$ cat config.mk
export PLATFORM = sky130hd
export DESIGN_NAME = ppu_fb_writer_flat
export DESIGN_NICKNAME = d
export VERILOG_FILES = /design/src/rtl/ppu_fb_writer_if.sv /design/src/rtl/ppu_fb_writer.sv /design/src/flat_wrapper.sv
export SDC_FILE = /design/constraint.sdc
export NUM_CORES = 1
export LEC_CHECK = 0
export BUFFER_PORTS_ARGS = -buffer_cell sky130_fd_sc_hd__buf_2
export CAP_MARGIN = 10
export CORE_ASPECT_RATIO = 1.75
export CORE_UTILIZATION = 50
export CTS_CLUSTER_DIAMETER = 150
export DETAILED_ROUTE_END_ITERATION = 12
export HOLD_SLACK_MARGIN = 0.15
export PLACE_DENSITY = 0.69
export SLEW_MARGIN = 20
export SYNTH_ARGS = -nofsm -noshare
export SYNTH_HDL_FRONTEND = slang
export SYNTH_SLANG_ARGS = --single-unit
$ cat constraint.sdc
create_clock -name clk -period 7.9 [get_ports clk]
set_input_delay 0.79 -clock clk [delete_from_list [all_inputs] [get_ports clk]]
set_output_delay 0.79 -clock clk [all_outputs]
set_load 0.03 [all_outputs]
$ cat src/rtl/ppu_fb_writer_if.sv
// ppu_fb_writer_if: pixel-stream input and frame-buffer write/status bundle for ppu_fb_writer.
interface ppu_fb_writer_if;
    logic [1:0]  PX_OUT;
    logic        PX_valid;
    logic [1:0]  PPU_MODE;
    logic        FB_WR;
    logic [13:0] FB_ADDR;
    logic [7:0]  FB_DATA;
    logic        DISP_BANK;
    logic        FRAME_DONE;
    logic        LINE_OVF;
    modport master (
        output PX_OUT, PX_valid, PPU_MODE,
        input  FB_WR, FB_ADDR, FB_DATA, DISP_BANK, FRAME_DONE, LINE_OVF
    );
    modport slave (
        input  PX_OUT, PX_valid, PPU_MODE,
        output FB_WR, FB_ADDR, FB_DATA, DISP_BANK, FRAME_DONE, LINE_OVF
    );
endinterface

$ cat src/rtl/ppu_fb_writer.sv
// ppu_fb_writer: packs 2-bit PPU pixels four per byte into a double-buffered frame buffer.
module ppu_fb_writer #(
    parameter int H_PIXELS       = 160,
    parameter int V_LINES        = 144,
    parameter int BYTES_PER_LINE = H_PIXELS / 4,
    parameter int BANK_SIZE      = BYTES_PER_LINE * V_LINES
) (
    input logic clk,
    input logic rst,
    ppu_fb_writer_if.slave bus
);
    typedef enum logic [1:0] {H_BLANK, V_BLANK, SCAN, DRAW} mode_t;
    localparam int XW = $clog2(H_PIXELS + 1);
    localparam int YW = $clog2(V_LINES + 1);
    localparam int CW = $clog2(BYTES_PER_LINE + 1);
    localparam logic [XW-1:0] X_MAX    = XW'(H_PIXELS);
    localparam logic [YW-1:0] Y_MAX    = YW'(V_LINES);
    localparam logic [13:0]   LINE_INC = 14'(BYTES_PER_LINE);
    localparam logic [13:0]   BANK_OFF = 14'(BANK_SIZE);
    mode_t         mode, prev_mode;
    logic [XW-1:0] x;
    logic [YW-1:0] y;
    logic [CW-1:0] col;
    logic [13:0]   line_base, fb_addr, addr_n;
    logic [7:0]    shift, sh_n, fb_data, data_n;
    logic [1:0]    cnt;
    logic [2:0]    pend;
    logic          bank, fb_wr, frame_done, line_ovf;
    logic          eol, vbe, acc, ovf, full, flush, wr_n;
    assign mode = mode_t'(bus.PPU_MODE);
    always_comb begin
        eol    = prev_mode == DRAW && mode != DRAW;
        vbe    = prev_mode != V_BLANK && mode == V_BLANK;
        acc    = bus.PX_valid && y < Y_MAX && x < X_MAX;
        ovf    = bus.PX_valid && y < Y_MAX && x >= X_MAX;
        sh_n   = acc ? {shift[5:0], bus.PX_OUT} : shift;
        pend   = {1'b0, cnt} + {2'b00, acc};
        full   = pend == 3'd4;
        flush  = (eol || vbe) && pend != 3'd0 && !full;
        wr_n   = full || flush;
        // a partial group is left-aligned: the first pixel always lands in [7:6]
        data_n = full ? sh_n : 8'(sh_n << (4'd8 - {pend, 1'b0}));
        addr_n = (bank ? BANK_OFF : 14'd0) + line_base + 14'(col);
    end
    always_ff @(posedge clk) begin
        if (rst) begin
            prev_mode  <= H_BLANK;
            bank       <= 1'b0;
            x          <= '0;
            y          <= '0;
            col        <= '0;
            line_base  <= '0;
            shift      <= '0;
            cnt        <= '0;
            fb_wr      <= 1'b0;
            fb_addr    <= '0;
            fb_data    <= '0;
            frame_done <= 1'b0;
            line_ovf   <= 1'b0;
        end else begin
            prev_mode  <= mode;
            fb_wr      <= wr_n;
            frame_done <= vbe;
            line_ovf   <= !vbe && (line_ovf || ovf);
            bank       <= bank ^ vbe;
            if (wr_n) begin
                fb_addr <= addr_n;
                fb_data <= data_n;
            end
            if (eol || vbe) begin
                x     <= '0;
                col   <= '0;
                cnt   <= '0;
                shift <= '0;
            end else if (acc) begin
                x     <= x + 1'b1;
                cnt   <= cnt + 2'd1;
                shift <= sh_n;
                if (full) col <= col + 1'b1;
            end
            if (vbe) begin
                y         <= '0;
                line_base <= '0;
            end else if (eol && y < Y_MAX) begin
                y         <= y + 1'b1;
                line_base <= line_base + LINE_INC;
            end
        end
    end
    assign bus.FB_WR      = fb_wr;
    assign bus.FB_ADDR    = fb_addr;
    assign bus.FB_DATA    = fb_data;
    assign bus.DISP_BANK  = ~bank;
    assign bus.FRAME_DONE = frame_done;
    assign bus.LINE_OVF   = line_ovf;
endmodule

$ cat src/flat_wrapper.sv
// flat-port wrapper written by rule: the top's interface ports become plain ports
module ppu_fb_writer_flat 
#(
    parameter int H_PIXELS       = 160,
    parameter int V_LINES        = 144,
    parameter int BYTES_PER_LINE = H_PIXELS / 4,
    parameter int BANK_SIZE      = BYTES_PER_LINE * V_LINES
)
  (clk, rst, bus_PX_OUT, bus_PX_valid, bus_PPU_MODE, bus_FB_WR, bus_FB_ADDR, bus_FB_DATA, bus_DISP_BANK, bus_FRAME_DONE, bus_LINE_OVF);
  ppu_fb_writer_if bus_i ();
  input logic clk;
  input logic rst;
  input wire logic [$bits(bus_i.PX_OUT)-1:0] bus_PX_OUT;
  input wire logic [$bits(bus_i.PX_valid)-1:0] bus_PX_valid;
  input wire logic [$bits(bus_i.PPU_MODE)-1:0] bus_PPU_MODE;
  output wire logic [$bits(bus_i.FB_WR)-1:0] bus_FB_WR;
  output wire logic [$bits(bus_i.FB_ADDR)-1:0] bus_FB_ADDR;
  output wire logic [$bits(bus_i.FB_DATA)-1:0] bus_FB_DATA;
  output wire logic [$bits(bus_i.DISP_BANK)-1:0] bus_DISP_BANK;
  output wire logic [$bits(bus_i.FRAME_DONE)-1:0] bus_FRAME_DONE;
  output wire logic [$bits(bus_i.LINE_OVF)-1:0] bus_LINE_OVF;
  assign bus_i.PX_OUT = bus_PX_OUT;
  assign bus_i.PX_valid = bus_PX_valid;
  assign bus_i.PPU_MODE = bus_PPU_MODE;
  assign bus_FB_WR = bus_i.FB_WR;
  assign bus_FB_ADDR = bus_i.FB_ADDR;
  assign bus_FB_DATA = bus_i.FB_DATA;
  assign bus_DISP_BANK = bus_i.DISP_BANK;
  assign bus_FRAME_DONE = bus_i.FRAME_DONE;
  assign bus_LINE_OVF = bus_i.LINE_OVF;
  ppu_fb_writer #(.H_PIXELS(H_PIXELS), .V_LINES(V_LINES), .BYTES_PER_LINE(BYTES_PER_LINE), .BANK_SIZE(BANK_SIZE)) u_core (.clk(clk), .rst(rst), .bus(bus_i));
endmodule
==> summary.txt <==
Setup path
  • Startpoint type of the worst setup path: register
  • CP Capture Type: register
  • Critical path arrival: 4.12 ns
  • R2R depth: 12
  • FF-to-FF End: u_core.bus.FB_DATA[7]
  • WS Path Type: reg -> reg
  • Max FO, Critical Path: 19
  • CP Capture Point: u_core.bus.FB_DATA[7]
  • CP required: 8.13 ns
  • R2r startpoint: u_core.x[5]
  • Reg2reg setup slack: 4.02 ns
  • Worst setup path startpoint: u_core.x[5]

Timing
  • Unrepaired setup endpoints after global routing: no
  • Fmax achieved: 0.257 GHz
  • Final period util: 0.492
  • Endpoints failing setup: 0
  • Max-slew violation count: 0
  • Worst-Margin Slew: 0.830 ns
  • Fin Hold WS: 0.450 ns
  • Setup TNS: 0 ns
  • Relative slew slack: 0.441
  • Hold Fails Final Rpt: 0
  • Min Clock Period, post-route: 3.88 ns
  • Final WS setup: 4.02 ns
  • Skew final: 0.00683 ns

Flow run
  • Max_cap viols: 0

Routing
  • Vias post-DR: 2953
  • 1st-iter DRT viols: 275
  • Routed len/inst: 15.1 um
  • Drt total wl: 7740 um
  • 1st-pass router iterations: 4
  • Via-to-Cell Ratio: 5.75
  • DR DRC count: 0
  • Post-route ant nets: 0

Floorplanning
  • Chip width: 65.4 um
  • Starting Density: 0.516
  • Core ar.: 6810 um^2
  • Die area: 7380 um^2
  • Die height: 113 um
  • Io pins: 33
  • Rows: 40

Power and ir drop
  • VDD IR max: 0.134 mV
  • Pwr dens: 222 nW/um^2
  • Pleak: 1.55 nW

Clock tree
  • Post-CTS resize count: 0
  • Cts bufs inserted: 9
  • Worst-Skew Late Latency: 0.34 ns
  • CTS hold repair buffers: 0
  • H-tree levels: 3
  • Clock transition at the registers of the reported paths: 0.06 ns
  • Clock buffer depth: 2
  • CTS tree: built
  • Root Driver: clkbuf_16
  • CTS sink count: 71
  • Setup bufs post-CTS: 0

Placed design
  • Placed cell count: 498
  • Gpl congestion: 0.969
  • Place WS: 3.92 ns
  • IO buf count: 32
  • HPWL Detailed: 5580 um

Min path
  • Hold Crit Start: u_core.bus.FB_ADDR[6]
  • Hold WC Path Type: reg -> reg

Final layout
  • Non-filler cells, final: 514
  • Layout area overhead: 13.8%
  • Fillers: 651
  • Fraction of layout cells with a size suffix above 1: 0.144
  • Diode count: 0
  • Fin util: 0.587
  • Final nets: 448

Synth
  • Synth Cell Area: 3510 um^2
  • Synth Warn #: 0
  • Post-synthesis sequential area ratio: 0.405
  • Async set-reset flop share out of synthesis: 0
  • Synthesized Nets: 425
  • Syn Area/Cell: 8.74 um^2
  • Synthesized flop and latch total: 71
  • Top FF cell, synth: dfxtp_1
  • Yosys cell types: 59
  • Syn Inst Count: 402
  • Post-synth EDFFs: 0

Global route
  • Initial antenna violation count: 0
  • Gr usage total: 0.232
  • First-pass GRT wire length: 13100 um
  • Total grt overflow: 0
  • Largest net degree at the start of global routing: 30
  • Vias in the first global route: 2901

Run status
  • Status: finished, final reports clean
==> worst min-delay path by stage <==
stage / endpoint / slack (ns) / depth (start not counted)
2_1_floorplan: u_core.shift[6] / 0.44 / 2
3_5_place_dp: u_core.bus.FB_ADDR[6] / 0.44 / 2
4_1_cts: u_core.bus.FB_ADDR[6] / 0.45 / 2
3_3_place_gp: u_core.bus.FB_DATA[0] / 0.44 / 2
5_1_grt: u_core.bus.FB_ADDR[0] / 0.47 / 2
6_report: u_core.bus.FB_ADDR[6] / 0.45 / 2
==> power breakdown <==
group,switching (mW),internal (mW)
combinational,0.0596,0.0264
sequential,0.00718,0.367
clock,0.154,0.274
==> registers in the layout, summed over array words and instances (netlist names) <==
register	cells
u_core.bank	1
u_core.bus.FB_ADDR	14
u_core.bus.FB_DATA	8
u_core.bus.FB_WR	1
u_core.bus.FRAME_DONE	1
u_core.bus.LINE_OVF	1
u_core.cnt	2
u_core.col	6
u_core.line_base	11
u_core.prev_mode	2
u_core.shift	8
u_core.x	8
u_core.y	8
==> Yosys cell counts (4+ instances only) <==
cell type  number  share of area
nand4_1         8          0.014
nor2b_1         7          0.012
clkbuf_1       16          0.017
inv_1           7         0.0075
dfxtp_1        71           0.40
mux2i_1         5          0.014
a211oi_1        7          0.015
a21oi_1        24          0.034
nand3_1        20          0.029
a31oi_1         8          0.014
nor2_1         55          0.059
ha_1           15          0.053
xnor2_1        16          0.040
and3_1          5         0.0089
o21ai_0        11          0.016
a221oi_1        4          0.010
xor2_1         24          0.060
nand2_1        34          0.036
nor3_1          6         0.0086
==> per-layer routing <==
metal  global-route usage  wire (um)  vias to the layer above
li1                     -          -                     1458
met1                0.237       3070                     1402
met5                    0          0                        -
met3               0.0323        230                       24
met2                0.420       4130                       69
met4                0.161        314                        0
==> cells by family after synthesis <==
group           Yosys count  share of synthesized area
fa+ha+maj                16                     0.0591
mux                       7                     0.0207
simple gates            158                      0.215
compound gates           81                      0.160
xor+xnor                 41                      0.104
flops                    71                      0.405
buf+inv                  28                     0.0356
==> layout make-up <==
cell class              count  area [um^2]  area share
multi-input cells         303         1970       0.492
flip-flops and latches     71         1420       0.356
clock buffers               9          225      0.0564
repair buffers             32          160      0.0401
well taps                  84          105      0.0263
clock inverters             7         87.6      0.0219
inverters                   8         30.0     0.00752
==> through the flow <==
stage,power [mW],cell area (um^2)
2_1_floorplan,0.450,3510
3_3_place_gp,0.466,3680
3_5_place_dp,0.467,3680
4_1_cts,0.893,4000
5_1_grt,0.915,4000
6_report,0.887,4000
==> critical path, stage by stage, from the launching register on <==
cell and delay [ns]:
dfxtp_1 0.35, o21ai_1 0.37, nand3_2 0.39, inv_2 0.42
ha_1 0.30, xor2_1 0.53, nor2_1 0.09, ha_1 0.35
nor2_1 0.18, nand3_1 0.14, mux2i_1 0.23, a21oi_1 0.10
a311oi_1 0.33
==> placed cells by master (no fill, tap or decap), types with 3 or more instances in the layout <==
cell       synthesis  routed
buf_2              1      32
or3_1              3       3
mux2i_1            5       5
a221oi_1           4       4
nand2_1           34      34
a31oi_1            8       8
nor3_1             6       6
clkinv_2           0       4
nand3b_1           3       3
dfxtp_1           71      71
nor2_1            55      55
and3_1             5       5
a211oi_1           7       7
clkbuf_16          0       9
ha_1              15      15
o21ai_0           11      11
and2_1             3       3
nor2b_1            7       7
nand4_1            8       8
inv_1              7       7
a21oi_1           24      24
nand3_1           20      20
xnor2_1           16      16
xor2_1            24      24
nor4_1             3       3
Power figures use the tool's default switching activity.
